## config.mk

```make
export PLATFORM = sky130hd
export DESIGN_NAME = wr_stream_packer
export DESIGN_NICKNAME = d
export VERILOG_FILES = /design/src/rtl/wr_stream_packer_pkg.sv /design/src/rtl/wr_stream_packer_out_stage.sv /design/src/rtl/wr_stream_packer.sv
export SDC_FILE = /design/constraint.sdc
export NUM_CORES = 1
export LEC_CHECK = 0
export CORE_ASPECT_RATIO = 1.75
export CORE_MARGIN = 3
export CORE_UTILIZATION = 50
export DETAILED_ROUTE_END_ITERATION = 8
export PLACE_DENSITY = 0.83
export SETUP_SLACK_MARGIN = 0.15
export SLEW_MARGIN = 20
export SYNTH_ARGS = -nofsm -noshare
export SYNTH_HDL_FRONTEND = slang
export SYNTH_SLANG_ARGS = --single-unit
```

## constraint.sdc

```tcl
create_clock -name wclk -period 1.9 [get_ports wclk]
set_input_delay 0.38 -clock wclk [delete_from_list [all_inputs] [get_ports wclk]]
set_output_delay 0.38 -clock wclk [all_outputs]
set_load 0.005 [all_outputs]
```

## src/rtl/wr_stream_packer_pkg.sv

```systemverilog
// wr_stream_packer_pkg: shared widths and defaults for the write-side stream packer
package wr_stream_packer_pkg;
  localparam int IN_W_DEF = 2;
  localparam int RATIO_DEF = 4;
  function automatic int out_w(input int in_w, input int ratio);
    return in_w * ratio;
  endfunction
  function automatic int idx_w(input int ratio);
    return $clog2(ratio);
  endfunction
  function automatic int lane_w(input int ratio);
    return $clog2(ratio) + 1;
  endfunction
endpackage

```

## src/rtl/wr_stream_packer_out_stage.sv

```systemverilog
// wr_stream_packer_out_stage: one-word holding register feeding the FIFO write port
module wr_stream_packer_out_stage
  import wr_stream_packer_pkg::*;
#(
  parameter int OUT_W = 8,
  parameter int LANE_W = 3,
  parameter int CNT_W = 16
) (
  input  logic              wclk,
  input  logic              wrst_n,
  input  logic              load,
  input  logic [OUT_W-1:0]  load_data,
  input  logic [LANE_W-1:0] load_lanes,
  input  logic              fifo_full,
  output logic              out_valid,
  output logic              fifo_wen,
  output logic [OUT_W-1:0]  fifo_wdata,
  output logic [LANE_W-1:0] last_lanes,
  output logic [CNT_W-1:0]  word_cnt
);
  assign fifo_wen = out_valid && !fifo_full;
  // a load may coincide with a drain, which keeps out_valid high with no bubble
  always_ff @(posedge wclk or negedge wrst_n) begin
    if (!wrst_n) begin
      out_valid  <= 1'b0;
      fifo_wdata <= '0;
      last_lanes <= '0;
      word_cnt   <= '0;
    end else begin
      if (load) begin
        out_valid  <= 1'b1;
        fifo_wdata <= load_data;
        last_lanes <= load_lanes;
      end else if (fifo_wen) begin
        out_valid <= 1'b0;
      end
      word_cnt <= word_cnt + CNT_W'(fifo_wen);
    end
  end
endmodule

```

## src/rtl/wr_stream_packer.sv

```systemverilog
// wr_stream_packer: packs RATIO narrow beats into one FIFO word, s_last closes a word early
module wr_stream_packer
  import wr_stream_packer_pkg::*;
#(
  parameter int IN_W = IN_W_DEF,
  parameter int RATIO = RATIO_DEF,
  parameter int CNT_W = 16,
  localparam int OUT_W = out_w(IN_W, RATIO),
  localparam int IDX_W = idx_w(RATIO),
  localparam int LANE_W = lane_w(RATIO)
) (
  input  logic              wclk,
  input  logic              wrst_n,
  input  logic              s_valid,
  output logic              s_ready,
  input  logic [IN_W-1:0]   s_data,
  input  logic              s_last,
  input  logic              fifo_full,
  output logic              fifo_wen,
  output logic [OUT_W-1:0]  fifo_wdata,
  output logic [LANE_W-1:0] last_lanes,
  output logic [CNT_W-1:0]  word_cnt
);
  logic [OUT_W-1:0]  acc;
  logic [OUT_W-1:0]  word;
  logic [IDX_W-1:0]  beat_cnt;
  logic [LANE_W-1:0] lanes;
  logic              out_valid;
  logic              accept;
  logic              complete;
  assign s_ready  = !out_valid || !fifo_full;
  assign accept   = s_valid && s_ready;
  assign complete = accept && (s_last || beat_cnt == IDX_W'(RATIO - 1));
  // acc lanes at and above beat_cnt are always zero, so OR-ing in the beat zero-fills the rest
  assign word     = acc | (OUT_W'(s_data) << (beat_cnt * IN_W));
  assign lanes    = LANE_W'(beat_cnt) + 1'b1;
  always_ff @(posedge wclk or negedge wrst_n) begin
    if (!wrst_n) begin
      acc      <= '0;
      beat_cnt <= '0;
    end else if (complete) begin
      acc      <= '0;
      beat_cnt <= '0;
    end else if (accept) begin
      acc      <= word;
      beat_cnt <= beat_cnt + 1'b1;
    end
  end
  wr_stream_packer_out_stage #(
    .OUT_W (OUT_W),
    .LANE_W(LANE_W),
    .CNT_W (CNT_W)
  ) u_out (
    .wclk      (wclk),
    .wrst_n    (wrst_n),
    .load      (complete),
    .load_data (word),
    .load_lanes(lanes),
    .fifo_full (fifo_full),
    .out_valid (out_valid),
    .fifo_wen  (fifo_wen),
    .fifo_wdata(fifo_wdata),
    .last_lanes(last_lanes),
    .word_cnt  (word_cnt)
  );
endmodule

```

==> metrics.csv, run 1 <==
metric,value,unit
run status,finished clean,
Die X,50.0,um
Initial DRC Count,14,
Core Region,3210,sq um
Critical Path Start,u_out.out_valid$_DFFE_PN0P_,
R2R setup slack,200,ps
Cell Pwr Density,1010,nW/um^2
Mapped Area,1690,sq um
Hold Path Class,reg2reg,
Slew Limit Headroom,68.9,%
Reg power frac,48.6,%
worst-margin pin slew,467,ps
crit path buf inv count,2,
Synth Register Bits,38,
leakage,0.00107,uW
crit path DAT,1920,ps
post-layout total power,2350,uW
total negative slack,0,ps
Via-to-Cell Ratio,5.49,
destination of the worst hold path,u_out.word_cnt[15]$_DFF_PN0_,
clock skew,5.95,ps
CTS root buffer,clkbuf_8,
unrepaired setup endpoints after global routing,false,
most frequent cells in the layout,"dfrtp_1, clkdlybuf4s50_1, nor2_1, o21ai_0, buf_4",
CP max-delay cell,dfrtp_1,
"most common cell after layout, fill and taps aside",dfrtp_1,
yosys warns,0,
CP Cell Sequence,nor2b_2 -> buf_4 -> ha_4 -> ha_4 -> nand4_1 -> buf_4 -> nor3_2 -> xor2_1,
sw frac,29.9,%
die height,83.0,um
Worst path max stage delay,380,ps
hold depth,1,
first-pass GRT wire length,6740,um
Detail Route met3 WL,179,um
VDD IR-drop max,0.899,mV
WP data required,2120,ps
Final Slew Violations,0,
endpoints failing setup,0,
Crit Path Max Fanout,3,
IO Pins,36,
H-tree lvl count,2,
R2R cell count,8,
Clock Path Buffers,2,
drt drc,0,
max_cap viols,0,
ANT nets after route,0,
Worst-path clk slew,70,ps
DR top layer,met4,
Layout Nets,218,
Internal,1650,uW
reg2reg end,u_out.word_cnt[10]$_DFF_PN0_,
Tcrit/Tclk final,89.4,%
GP Congestion,0.803,
floorplan row count,27,
DR pass1 iterations,4,
CP Capture Type,register,
Metal-1 WL,1410,um
hold path start,u_out.word_cnt[15]$_DFF_PN0_,
grt ovf,0,
clk_lat worst skew,290,ps
Sink Count,38,
CTS tree,built,
HPWL Detailed,2690,um
Netlist cell types,29,
DR vias,1378,
Avg Inst Size Synth,10.9,sq um
CP startpoint kind,register,
critical path type,reg2reg,
largest net degree at the start of global routing,39,
DR WL/cell,15.3,um
critical path's top delay family,simple AND/OR/NAND/NOR gates,
layout cells sized above 1,19.2,%
vias in the first global route,1466,
Logic pwr share,27.2,%
met2 WL post-DR,2150,um
input/output buffers,35,
initial antenna violation count,0,
Post-Syn Nets,166,
post-synthesis cell count,155,
Critical R2R Launch,u_out.out_valid$_DFFE_PN0P_,
post-synthesis sequential area ratio,56.2,%
max frequency,588,MHz
Initial Utilization,52.7,%
GRT Overall Usage,21.1,%
Final Critical Period,1700,ps
hold buffers post-CTS,0,
Clk pwr share,24.1,%
Net Switching,701,uW
total CTS buffers,5,
Antenna diodes,0,
synthesis-to-layout area growth,37.8,%
die area,4150,sq um
final wirelength,3840,um
endpoints failing hold,0,
per-layer routing:
layer / global-route usage (%) / up-vias
li1: - / 643
met1: 21.5 / 690
met2: 36.1 / 38
met3: 5.75 / 7
met4: 13.6 / 0
met5: 0 / -
metrics by stage:
stage / worst slack [ps] / util (%) / instances / hold WS, ps / area (sq um)
2_1_floorplan: 201 / - / 155 / 84.4 / 1690
3_3_place_gp: -90.8 / 67.1 / 238 / 457 / 2150
3_5_place_dp: -183 / 67.1 / 238 / 457 / 2150
4_1_cts: 142 / 71.3 / 247 / 497 / 2290
5_1_grt: 92.4 / 72.7 / 251 / 519 / 2330
6_report: 201 / 72.7 / 251 / 492 / 2330
power by group through the flow:
stage,clock network (uW),logic (uW),registers (uW)
2_1_floorplan,0,264,1110
3_3_place_gp,0,601,1130
3_5_place_dp,0,625,1140
4_1_cts,585,638,1140
5_1_grt,619,713,1170
6_report,567,639,1140
cell type report:
type	count	area, sq um
clock inverter	1	5.00
tap	43	53.8
inverter	3	11.3
clock buffer	7	86.3
timing repair buffer	52	478
multi-input combinational	107	744
sequential	38	953
fill	212	877
cell usage after synthesis:
library cell / instances / area, sq um
dfrtp_1: 38 / 951
nor2_1: 18 / 67.6
o21ai_0: 17 / 85.1
nand2_1: 10 / 37.5
xor2_1: 10 / 87.6
a21oi_1: 6 / 30.0
nand4_1: 5 / 31.3
a31oi_1: 4 / 25.0
clkbuf_1: 4 / 15.0
ha_1: 4 / 50.1
nor3_1: 4 / 20.0
xnor2_1: 4 / 35.0
inv_1: 3 / 11.3
nand3_1: 3 / 15.0
nor2b_1: 3 / 18.8
nor4_2: 3 / 37.5
o21ai_1: 3 / 15.0
a41oi_1: 2 / 17.5
and3b_1: 2 / 17.5
buf_2: 2 / 10.0
nor3b_1: 2 / 15.0
a21bo_2: 1 / 10.0
a21boi_2: 1 / 11.3
a22o_1: 1 / 8.76
buf_4: 1 / 7.51
mux2_2: 1 / 11.3
nand3_4: 1 / 17.5
nand4_2: 1 / 12.5
nand4_4: 1 / 21.3
how the worst max path moves through the flow:
stage,endpoint,slack (ps),depth (start not counted)
floorplan,u_out.word_cnt[10]$_DFF_PN0_,200,6
global placement,u_out.word_cnt[10]$_DFF_PN0_,-90,7
detailed placement,u_out.word_cnt[10]$_DFF_PN0_,-180,7
CTS,u_out.word_cnt[14]$_DFF_PN0_,140,8
global route,u_out.word_cnt[14]$_DFF_PN0_,90,7
finish,u_out.word_cnt[10]$_DFF_PN0_,200,8
flip-flops by register name, indices dropped and copies added, names as in the netlist:
register          cells
u_out.word_cnt       16
u_out.fifo_wdata      8
u_out.out_valid       1
acc                   8
u_out.last_lanes      3
beat_cnt              2
cell families after synthesis:
kind of cell | after synthesis | synth area share (%)
AOI/OAI and AO/OA | 35 | 12.0
muxes | 1 | 0.665
buffers and inverters | 10 | 2.59
xor gates and xnor gates | 14 | 7.24
adders and majority gates | 4 | 2.96
and+or+nand+nor | 53 | 18.4
DFF | 38 | 56.2
timing repair:
| action | in CTS | in global routing |
|---|---|---|
| setup endpoints to repair | 4 | 11 |
| pin swaps | 2 | 2 |
| resized for setup | 8 | 5 |
| setup buffers | 1 | 4 |
worst register-to-register path, cell delays in order (launching register included):
cell and delay (ps):
dfrtp_1 380, nor2b_2 170, buf_4 130, ha_4 140, ha_4 120, nand4_1 170
buf_4 190, nor3_2 140, xor2_1 180
Power figures use the tool's default switching activity.
==> inputs of run 2 (changes only) <==
Settings changed: CORE_UTILIZATION 50 to 35, PLACE_DENSITY 0.83 to 0.63.
==> metrics.csv, run 2 (synthesized netlist as in run 1, its figures left out) <==
metric,value,unit,change
grt ovf,0,,unchanged
Detail Route met3 WL,224,um,+25%
Die X,58.6,um,+17%
CTS tree,built,,
die area,5740,sq um,+38%
input/output buffers,35,,unchanged
Via-to-Cell Ratio,5.38,,-1.9%
leakage,0.00105,uW,-2.2%
critical path's top delay family,buffers and inverters,,
max frequency,590,MHz,+0.30%
met2 WL post-DR,2050,um,-4.3%
Tcrit/Tclk final,89.2,%,-0.27 points
Hold Path Class,reg2reg,,
"most common cell after layout, fill and taps aside",dfrtp_1,,
VDD IR-drop max,0.714,mV,-21%
destination of the worst hold path,u_out.word_cnt[15]$_DFF_PN0_,,
GP Congestion,0.817,,+1.7%
Fin Hold WS,466,ps,-26.0 ps
PnR worst setup slack,206,ps,+5.13 ps
Final Critical Period,1690,ps,-5.13 ps
CTS root buffer,clkbuf_8,,
Cell Pwr Density,993,nW/um^2,-1.4%
total CTS buffers,5,,unchanged
Layout Nets,217,,-0.46%
vias in the first global route,1415,,-3.5%
hold depth,1,,unchanged
Critical Path Start,u_out.word_cnt[8]$_DFF_PN0_,,
most frequent cells in the layout,"dfrtp_1, clkdlybuf4s50_1, nor2_1, o21ai_0, buf_4",,
CP Capture Type,output pin,,
initial antenna violation count,0,,unchanged
max reg flops,16,,unchanged
Initial Utilization,37.4,%,-15 points
Multi-input gate area,751,sq um,+0.84%
reg2reg end,u_out.word_cnt[10]$_DFF_PN0_,,
Final Slew Violations,0,,unchanged
GRT Overall Usage,14.8,%,-6.3 points
DR WL/cell,14.8,um,-3.1%
hold buffers post-CTS,0,,unchanged
DR pass1 iterations,4,,unchanged
die height,98,um,+18%
CP max-delay cell,clkdlybuf4s50_1,,
Critical R2R Launch,u_out.out_valid$_DFFE_PN0P_,,
DR top layer,met4,,
WP data required,1520,ps,-600 ps
largest net degree at the start of global routing,39,,unchanged
Biggest register,u_out.word_cnt,,
ANT nets after route,0,,unchanged
unrepaired setup endpoints after global routing,false,,
synthesis-to-layout area growth,38.5,%,
clk_lat worst skew,280,ps,about the same
layout cells sized above 1,19.8,%,+0.58 points
worst-margin pin slew,466,ps,-1.18 ps
R2R setup slack,220,ps,+20 ps
hold path start,u_out.word_cnt[15]$_DFF_PN0_,,
Slew Limit Headroom,68.9,%,+0.079 points
critical path type,reg2out,,
max_cap viols,0,,unchanged
Sink Count,38,,unchanged
Metal-1 WL,1440,um,+1.9%
R2R cell count,9,,+1
Worst-path clk slew,70,ps,about the same
IO Pins,36,,unchanged
HPWL Detailed,2740,um,+1.7%
final core utilization,51.8,%,-21 points
H-tree lvl count,2,,unchanged
fillcell total,427,,+100%
clock skew,5.42,ps,-0.525 ps
run status,finished clean,,
Clock Path Buffers,2,,unchanged
drt drc,0,,unchanged
DR vias,1389,,+0.80%
final wirelength,3820,um,-0.44%
CP Cell Sequence,clkdlybuf4s50_1,,
Initial DRC Count,44,,+30
Core Region,4520,sq um,+41%
CP startpoint kind,register,,
endpoints failing hold,0,,unchanged
Largest regs,"u_out.word_cnt: 16 flops, acc: 8 flops, u_out.fifo_wdata: 8 flops",,
Place WS,-173,ps,+10.5 ps
endpoints failing setup,0,,unchanged
crit path buf inv count,1,,-1
floorplan row count,32,,+19%
Reg area,953,sq um,unchanged
Worst path max stage delay,550,ps,+170 ps
Crit Path Max Fanout,5,,+2
first-pass GRT wire length,6570,um,-2.6%
crit path DAT,1310,ps,-610 ps
Antenna diodes,0,,unchanged
==> run 2: cell types whose count changed in the layout (fill, tap and decap cells not counted), sizes merged <==
cell | before | now
dlymetal6s2s | 1 | 0
buf | 17 | 16
dlygate4sd2 | 2 | 3
==> run 2: what timing repair did <==
action	4_1_cts	5_1_grt
resized for setup	10	7
pin swaps	2	2
endpoints found under the hold margin	0	0
endpoints found under the setup margin	5	5
setup buffers	5	1
==> run 2: worst max-delay path by stage <==
stage	slack (ps)	depth (start not counted)	end
2_1_floorplan	200	6	u_out.word_cnt[10]$_DFF_PN0_
3_3_place_gp	-110	7	u_out.word_cnt[10]$_DFF_PN0_
3_5_place_dp	-170	7	u_out.word_cnt[14]$_DFF_PN0_
4_1_cts	190	4	fifo_wen
5_1_grt	120	9	u_out.word_cnt[10]$_DFF_PN0_
6_report	210	1	word_cnt[8]
==> run 2: routing by layer <==
layer  vias up  global-route usage, %
li1        643                      -
met4         0                   7.16
met1       687                   16.6
met2        46                   24.8
met5         -                      0
met3        13                   4.23
==> run 2: layout make-up <==
cell class	instances	area share [%]
Inverter	3	0.480
Tap cell	51	2.72
Clock inverter	1	0.213
Sequential cell	38	40.7
Clock buffer	7	3.68
Multi-Input combinational cell	107	32.0
Timing Repair Buffer	51	20.2
==> run 2: power by group <==
part	internal (uW)	switching (uW)
clock	292	264
combinational	373	238
sequential	979	182
==> run 2: stage by stage <==
stage	power [uW]	instance area, sq um	cells	setup TNS [ps]
2_1_floorplan	1380	1690	155	0
3_3_place_gp	1730	2150	244	-634
3_5_place_dp	1760	2150	244	-972
4_1_cts	2360	2310	257	0
5_1_grt	2490	2340	258	0
6_report	2330	2340	258	0
==> inputs of run 3 (changes only) <==
--- a/config.mk
+++ b/config.mk
@@ -9,4 +9,5 @@
 export CORE_MARGIN = 3
 export CORE_UTILIZATION = 35
+export CTS_CLUSTER_SIZE = 30
 export DETAILED_ROUTE_END_ITERATION = 8
 export PLACE_DENSITY = 0.63
==> constraint.sdc (replaced) <==
create_clock -name wclk -period 1.9 [get_ports wclk]
set_input_delay 0.57 -clock wclk [delete_from_list [all_inputs] [get_ports wclk]]
set_output_delay 0.57 -clock wclk [all_outputs]
set_load 0.005 [all_outputs]
==> metrics.csv, run 3 (synthesized netlist as in run 1, its figures left out) <==
metric,value,unit,change
run status,finished clean,,
Cell Pwr Density,1010,nW/um^2,+1.2%
Fin Hold WS,499,ps,+33.9 ps
Sink Count,38,,unchanged
endpoints failing hold,0,,unchanged
max reg flops,16,,unchanged
Initial Utilization,37.4,%,unchanged
DR pass1 iterations,4,,unchanged
critical path's top delay family,buffers and inverters,,
Antenna diodes,0,,unchanged
Critical R2R Launch,u_out.out_valid$_DFFE_PN0P_,,
CP Capture Type,output pin,,
die area,5740,sq um,unchanged
H-tree lvl count,2,,unchanged
HPWL Detailed,2750,um,+0.45%
Tcrit/Tclk final,90.8,%,+1.7 points
Crit Path Max Fanout,2,,-3
largest net degree at the start of global routing,39,,unchanged
floorplan row count,32,,unchanged
CP startpoint kind,register,,
hold path start,acc[1]$_DFFE_PN0P_,,
Logic pwr share,29.6,%,+3.4 points
Reg power frac,42.9,%,-6.9 points
destination of the worst hold path,acc[1]$_DFFE_PN0P_,,
Via-to-Cell Ratio,5.12,,-5.0%
input/output buffers,35,,unchanged
hold depth,2,,+1
max_cap viols,0,,unchanged
worst-margin pin slew,411,ps,-54.4 ps
CTS root buffer,clkbuf_8,,
Die X,58.6,um,unchanged
GRT Overall Usage,15.6,%,+0.81 points
final std cells w/o fill,274,,+6.2%
Final Critical Period,1730,ps,+31.4 ps
Biggest register,u_out.word_cnt,,
most frequent cells in the layout,"dfrtp_1, buf_4, nor2_1, o21ai_0",,
endpoints failing setup,0,,unchanged
Worst path max stage delay,500,ps,-50 ps
layout cells sized above 1,27.4,%,+7.5 points
leakage,0.00136,uW,+30%
synthesis-to-layout area growth,47.9,%,
VDD IR-drop max,1.01,mV,+41%
max frequency,580,MHz,-1.8%
CP Cell Sequence,clkdlybuf4s50_1,,
Core Region,4520,sq um,unchanged
Internal,1780,uW,+8.6%
Net Switching,732,uW,+6.9%
first-pass GRT wire length,7020,um,+6.8%
total CTS buffers,5,,unchanged
final wirelength,4060,um,+6.4%
R2R cell count,8,,-1
Worst-path clk slew,80,ps,about the same
R2R setup slack,270,ps,+50 ps
Initial DRC Count,18,,-59%
Post-Place Cells,245,,+0.41%
Largest regs,"u_out.word_cnt: 16 flops, acc: 8 flops, u_out.fifo_wdata: 8 flops",,
grt ovf,0,,unchanged
fillcell total,415,,-2.8%
PnR worst setup slack,174,ps,-31.4 ps
Slew Limit Headroom,72.6,%,+3.6 points
Hold Path Class,reg2reg,,
die height,98,um,unchanged
Final Slew Violations,0,,unchanged
CP max-delay cell,clkdlybuf4s50_1,,
DR WL/cell,14.8,um,+0.18%
Place WS,-459,ps,-286 ps
drt drc,0,,unchanged
IO Pins,36,,unchanged
ANT nets after route,0,,unchanged
CTS tree,built,,
DR vias,1402,,+0.94%
GP Congestion,0.759,,-7.1%
Critical Path Start,u_out.last_lanes[0]$_DFFE_PN0P_,,
clk_lat worst skew,290,ps,about the same
final core utilization,55.3,%,+3.5 points
Clock Path Buffers,2,,unchanged
hold buffers post-CTS,0,,unchanged
initial antenna violation count,0,,unchanged
clock skew,3.35,ps,-2.07 ps
reg2reg end,u_out.word_cnt[9]$_DFF_PN0_,,
"most common cell after layout, fill and taps aside",dfrtp_1,,
Clk pwr share,27.4,%,+3.5 points
crit path DAT,1160,ps,-150 ps
Layout Nets,233,,+7.4%
critical path type,reg2out,,
sw frac,29.1,%,-0.33 points
vias in the first global route,1536,,+8.6%
unrepaired setup endpoints after global routing,true,,
crit path buf inv count,1,,unchanged
WP data required,1330,ps,-190 ps
run 3: routing by layer:
metal | part of all wire [%] | track usage (%) | wire [um] | up-vias
met5 | 0 | 0 | 0 | -
li1 | - | - | - | 674
met1 | 39 | 17.9 | 1590 | 684
met2 | 55 | 27.9 | 2240 | 39
met3 | 4.4 | 3.17 | 180 | 5
met4 | 1.3 | 5.06 | 51 | 0
run 3: power groups by stage:
| stage | registers, uW | clock network [uW] | logic (uW) |
|---|---|---|---|
| 2_1_floorplan | 1120 | 0 | 272 |
| 3_3_place_gp | 1130 | 0 | 631 |
| 3_5_place_dp | 1150 | 0 | 650 |
| 4_1_cts | 1090 | 700 | 749 |
| 5_1_grt | 1100 | 726 | 841 |
| 6_report | 1080 | 691 | 746 |
run 3: final cells by class:
| class | instances | area (sq um) | share of cell area [%] |
|---|---|---|---|
| Sequential cell | 38 | 958 | 38.3 |
| Multi-Input combinational cell | 107 | 731 | 29.2 |
| Inverter | 3 | 11.3 | 0.450 |
| Timing Repair Buffer | 67 | 626 | 25.0 |
| Clock buffer | 5 | 68.8 | 2.75 |
| Tap cell | 51 | 63.8 | 2.55 |
| Clock inverter | 3 | 45.0 | 1.80 |
run 3: metrics by stage:
step	cell area [sq um]	power (uW)	setup TNS, ps
floorplan	1720	1390	0
global placement	2200	1770	-3990
detailed placement	2200	1800	-5100
CTS	2430	2540	0
global route	2500	2670	0
finish	2500	2520	0
run 3: how the worst max path moves through the flow:
| stage | slack, ps | depth (start not counted) | end |
|---|---|---|---|
| after floorplan | 170 | 6 | u_out.word_cnt[14]$_DFF_PN0_ |
| after global placement | -420 | 3 | fifo_wen |
| after detailed placement | -460 | 3 | fifo_wen |
| after CTS | 160 | 1 | word_cnt[13] |
| after global routing | 120 | 9 | u_out.word_cnt[9]$_DFF_PN0_ |
| final | 170 | 1 | last_lanes[0] |
run 3: what timing repair did:
action | 4_1_cts | 5_1_grt
pin swaps | 0 | 7
endpoints found under the setup margin | 30 | 23
buffers inserted | 16 | 5
resized for setup | 16 | 15
